--- src/rtl/sys_update_ctrl.sv ---
// Command sequencer for a remote-update IP: accepts one command at a time, issues a
// single-cycle strobe, tracks the IP busy handshake with bounded waits and reports completion.
module sys_update_ctrl #(
    parameter int unsigned BUSY_START_CYC = 4,
    parameter int unsigned TIMEOUT_CYC    = 65535
) (
    input  logic        clock,
    input  logic        reset,
    input  logic        cmd_valid,
    output logic        cmd_ready,
    input  logic [1:0]  cmd_op,
    input  logic [2:0]  cmd_param,
    input  logic [1:0]  cmd_src,
    input  logic [31:0] cmd_wdata,
    output logic        rsp_valid,
    output logic [31:0] rsp_rdata,
    output logic        rsp_err,
    output logic [2:0]  ru_param,
    output logic [1:0]  ru_read_source,
    output logic [31:0] ru_data_in,
    output logic        ru_read_param,
    output logic        ru_write_param,
    output logic        ru_reconfig,
    output logic        ru_reset_timer,
    input  logic        ru_busy,
    input  logic [31:0] ru_data_out
);

    localparam logic [2:0] IDLE       = 3'd0;
    localparam logic [2:0] ISSUE      = 3'd1;
    localparam logic [2:0] WAIT_START = 3'd2;
    localparam logic [2:0] WAIT_END   = 3'd3;
    localparam logic [2:0] CAPTURE    = 3'd4;

    localparam logic [1:0] OP_READ        = 2'd0;
    localparam logic [1:0] OP_WRITE       = 2'd1;
    localparam logic [1:0] OP_RECONFIG    = 2'd2;
    localparam logic [1:0] OP_RESET_TIMER = 2'd3;

    // Terminal counts: the counter starts at 0 on state entry, so N cycles end at N-1.
    localparam logic [15:0] START_LAST   = (BUSY_START_CYC > 1) ? 16'(BUSY_START_CYC - 1) : 16'd0;
    localparam logic [15:0] TIMEOUT_LAST = (TIMEOUT_CYC > 1)    ? 16'(TIMEOUT_CYC - 1)    : 16'd0;

    logic [2:0]  state_q, state_d;
    logic [15:0] cnt_q, cnt_d;
    logic        tmo_q, tmo_d;
    logic [1:0]  op_q;
    logic [2:0]  param_q;
    logic [1:0]  src_q;
    logic [31:0] wdata_q;
    logic [31:0] rdata_q;
    logic        err_q;
    logic        accept;
    logic        issue;
    logic [31:0] capture_rdata;

    // Ready is masked by reset so it reads 0 during reset and 1 as soon as reset drops.
    assign cmd_ready = (state_q == IDLE) && !reset;
    assign accept    = cmd_valid && cmd_ready;

    // NOTE: every variable written here gets a default first, so no path can infer a latch.
    always_comb begin
        state_d = state_q;
        cnt_d   = cnt_q;
        tmo_d   = tmo_q;
        case (state_q)
            IDLE: begin
                if (accept) begin
                    state_d = ISSUE;
                    tmo_d   = 1'b0;
                end
            end
            ISSUE: state_d = WAIT_START;
            WAIT_START: begin
                if (ru_busy) begin
                    state_d = WAIT_END;
                end else if (cnt_q >= START_LAST) begin
                    state_d = CAPTURE;
                end else begin
                    cnt_d = cnt_q + 16'd1;
                end
            end
            WAIT_END: begin
                // Busy dropping wins over a simultaneous timeout.
                if (!ru_busy) begin
                    state_d = CAPTURE;
                end else if (cnt_q >= TIMEOUT_LAST) begin
                    state_d = CAPTURE;
                    tmo_d   = 1'b1;
                end else begin
                    cnt_d = cnt_q + 16'd1;
                end
            end
            CAPTURE: state_d = IDLE;
            default: state_d = IDLE;
        endcase
        if (state_d != state_q) begin
            cnt_d = '0;
        end
    end

    assign issue          = (state_q == ISSUE);
    assign ru_read_param  = issue && (op_q == OP_READ);
    assign ru_write_param = issue && (op_q == OP_WRITE);
    assign ru_reconfig    = issue && (op_q == OP_RECONFIG);
    assign ru_reset_timer = issue && (op_q == OP_RESET_TIMER);

    assign ru_param       = param_q;
    assign ru_read_source = src_q;
    assign ru_data_in     = wdata_q;

    // The response is shown live during CAPTURE and held in registers afterwards.
    assign rsp_valid     = (state_q == CAPTURE);
    assign capture_rdata = (op_q == OP_READ) ? ru_data_out : 32'h0;
    assign rsp_rdata     = rsp_valid ? capture_rdata : rdata_q;
    assign rsp_err       = rsp_valid ? tmo_q : err_q;

    // NOTE: state registers use non-blocking assignments so all flops update from pre-edge values.
    always_ff @(posedge clock) begin
        if (reset) begin
            state_q <= IDLE;
            cnt_q   <= '0;
            tmo_q   <= 1'b0;
            op_q    <= '0;
            param_q <= '0;
            src_q   <= '0;
            wdata_q <= '0;
            rdata_q <= '0;
            err_q   <= 1'b0;
        end else begin
            state_q <= state_d;
            cnt_q   <= cnt_d;
            tmo_q   <= tmo_d;
            if (accept) begin
                op_q    <= cmd_op;
                param_q <= cmd_param;
                src_q   <= cmd_src;
                wdata_q <= cmd_wdata;
            end
            if (rsp_valid) begin
                rdata_q <= capture_rdata;
                err_q   <= tmo_q;
            end
        end
    end

endmodule

--- config.mk ---
export PLATFORM = sky130hd
export DESIGN_NAME = sys_update_ctrl
export DESIGN_NICKNAME = d
export VERILOG_FILES = /design/src/rtl/sys_update_ctrl.sv
export SDC_FILE = /design/constraint.sdc
export NUM_CORES = 1
export LEC_CHECK = 0
export ABC_CLOCK_PERIOD_IN_PS = 5250
export CAP_MARGIN = 25
export CORE_ASPECT_RATIO = 1.4
export CORE_UTILIZATION = 38
export DETAILED_ROUTE_END_ITERATION = 16
export GPL_ROUTABILITY_DRIVEN = 0
export GPL_TIMING_DRIVEN = 0
export PLACE_DENSITY_LB_ADDON = 0.2
export SYNTH_ARGS = -nofsm -noshare
export SYNTH_HDL_FRONTEND = slang
export SYNTH_SLANG_ARGS = --single-unit
export TNS_END_PERCENT = 50
--- constraint.sdc ---
create_clock -name clock -period 5.25 [get_ports clock]
set_clock_uncertainty 0.05 [all_clocks]
set_input_delay 1.05 -clock clock [delete_from_list [all_inputs] [get_ports clock]]
set_output_delay 1.05 -clock clock [all_outputs]
set_load 0.01 [all_outputs]
==> impl_metrics.toml <==
[die]
rows = 43
die_w_microns = 87.5
pin_count = 151
die_h_microns = 122
initial_core_util = 0.391
core_sq_um = 9950
dieArea_sq_um = 10700

[placed_design]
hpwl_mm = 8.14
placed_cells = 781
placed_area_sq_um = 5550
port-buffer-count = 149

[yosys]
synthMuxAreaShare = 0.00514
netlist_area_sq_um = 3890
synth_top_family_by_area = "simple AND/OR/NAND/NOR gates"
yosysTopAreaCell = "dfxtp_1"
synth_flop_cell = "dfxtp_1"
syn_nets = 574
synth_edf_count = 0
yosys_warnings = 0
ys_async_sr_fraction = 0
synth-compound-area-share = 0.0961
synthXorXnorAreaFrac = 0.0180
synthAdderAreaFrac = 0.00643
synth_top_area_frac = 0.473
avgSynthCellArea_sq_um = 7.83
synth_area_leaders = "dfxtp_1 (47%), nand2_1 (15%), nand3b_1 (7.5%)"
synth.yosys.seq_area_share = 0.473
ys_types = 42
synth_cells = 497
synth_seq_cells = 92
yosys.area_share.simple = 0.363

[sta]
setup_viol = 0
drv_slew = 0
min_period_ns = 3.75
finalSetupTns_ns = 0
max-slew-margin-rel = 0.608
hold_viol = 0
timing.final.crit_share = 0.714
tightest_slew_ns = 0.582
holdWs_ns = 0.411
max_clock_freq_ghz = 0.267
rsz0062_at_grt = "no"

[global_routing]
grt_pass1_vias = 3847
grt_pass1_wl_mm = 17.7
grt_overflow = 0
track_usage = 0.212
grt_antenna_before_repair = 0
grt_max_degree = 16

[power]
vdd_ir_drop_max_uv = 187
leakagePower_nw = 2.37
fin_total_pwr_mw = 1.66
powerDensity_nw_per_um2 = 283

[hold_path]
hp-class = "flop to flop"
hold_start = "rdata_q[5]$_SDFF_PP0_"
min_path_cells = 2
hold_path_end = "rdata_q[5]$_SDFF_PP0_"

[setup_path]
critPathArrivalTime_ns = 2.65
r2r_end = "cnt_q[10]$_SDFFE_PP0P_"
end_kind = "output port"
ff2ff_setup_slack_ns = 2.96
worstPathCellList = "clkbuf_1, nor2_1, nand2_1, clkinv_1, clkbuf_1, nand3_1, nand2_1, clkdlybuf4s50_1"
path_class = "flop to output port"
slowest_delay_ns = 0.54
cp.required_ns = 4.15
path_buf_inv = 4
start_kind = "flop"
crit_path_top_delay_cell = "clkdlybuf4s50_1"
rr_startpoint = "cnt_q[9]$_SDFFE_PP0P_"
critical-path-top-delay-family = "buffers and inverters"
reg2reg_depth = 6
critPathMaxFanout = 10

[cells_and_area]
fin_cells = 797
nets = 734
drive_gt1_frac = 0.0363
n_antenna_cell = 0
syn_to_final_growth_pct = 50.9
final_area_sq_um = 5870

[clock_tree]
clk_path_buf_depth = 2
tritoncts = "done"
clkTransAtPathRegs_ns = 0.06
htreeDepth = 3
cts_made_buffers = 9
clkLatencyLatePin_ns = 0.34
cts.repair.resized = 0
cts_hold_buf = 0
ctsRootBufferMaster = "clkbuf_16"
cts_num_sinks = 92
post_cts_buffers = 0

[route]
drc = 0
postRouteWirelength_mm = 10.8
vias = 3983
wl_per_cell_microns = 13.6
viasPerCell = 5.00
drtIter0Drc = 167
antenna_left = 0
dr.pass1.iters = 4

[job]
cap_violations = 0

[run_status]
outcome = "finished, final reports clean"
[worst register-to-register path: stages (launching register included)]
cell and delay (ns):
dfxtp_1 0.46, nand4_1 0.18, or4_4 0.57, or4_4 0.54, nand3_2 0.16, buf_6 0.17
nor2_1 0.06
[kinds of logic after synthesis]
kind of cell,after synthesis
buffers and inverters,37
DFF,92
and+or+nand+nor,292
muxes,2
AOI/OAI and AO/OA,64
adders and majority gates,2
xor gates and xnor gates,8
[metal layers]
layer / track usage / wire length (microns)
met1: 0.228 / 4290
met2: 0.380 / 5570
met3: 0.0644 / 669
met4: 0.0881 / 279
met5: 0 / 0
[per-stage QoR]
step,setup WS (ns),util
detailed placement,1.88,0.558
global route,1.28,0.590
finish,1.50,0.590
global placement,1.89,0.558
floorplan,2.54,-
CTS,1.49,0.590
[cells in the final DEF, fill, tap and decap left out, drive strengths merged, types with 3 or more instances in the layout]
| cell type | n |
|---|---|
| a21oi | 40 |
| and3 | 5 |
| buf | 3 |
| clkbuf | 42 |
| clkdlybuf4s50 | 149 |
| dfxtp | 92 |
| inv | 4 |
| nand2 | 154 |
| nand2b | 3 |
| nand3 | 37 |
| nand3b | 39 |
| nand4 | 6 |
| nor2 | 19 |
| nor3 | 12 |
| nor4 | 3 |
| o2111ai | 4 |
| o211ai | 5 |
| o21ai | 7 |
| or3 | 3 |
| xor2 | 8 |
[flip-flops by register name, summed over array words and instances, names as in the netlist]
signal,count
ru_param,3
ru_data_in,32
op_q,2
err_q,1
cnt_q,16
ru_read_source,2
state_q,3
tmo_q,1
rdata_q,32
[cell type report]
class | count | area, sq um
flip-flops and latches | 92 | 1840
repair buffers | 149 | 1490
multi-input cells | 368 | 1900
fillers | 925 | 4080
plain buffers | 33 | 133
clock buffers | 12 | 267
clock inverters | 4 | 55.1
inverters | 4 | 15.0
well taps | 135 | 169
[cells in the mapped netlist, types with 4 or more instances]
master,number
nand4_1,6
o2111ai_1,4
o211ai_1,5
and3_1,5
nor2_1,19
xor2_1,8
dfxtp_1,92
nor3_1,12
o21ai_0,6
nand3_1,36
nand2_1,154
a21oi_1,40
clkbuf_1,30
nand3b_1,39
[report_power, final]
part / total, mW / internal, mW / switching (mW)
logic: 0.235 / 0.129 / 0.106
registers: 0.745 / 0.729 / 0.0161
clock network: 0.682 / 0.410 / 0.271
total: 1.66 / 1.27 / 0.393
[worst max-delay path by stage]
stage,startpoint,to,slack [ns],cells past startpoint
after floorplan,reset,cmd_ready,2.54,2
after global routing,state_q[0]$_SDFF_PP0_,rsp_rdata[20],1.28,8
after detailed placement,state_q[0]$_SDFF_PP0_,rsp_rdata[28],1.88,8
after global placement,ru_data_out[20],rsp_rdata[20],1.89,4
final,state_q[0]$_SDFF_PP0_,rsp_rdata[28],1.50,8
after CTS,state_q[0]$_SDFF_PP0_,rsp_rdata[17],1.49,8
Power figures use the tool's default switching activity.
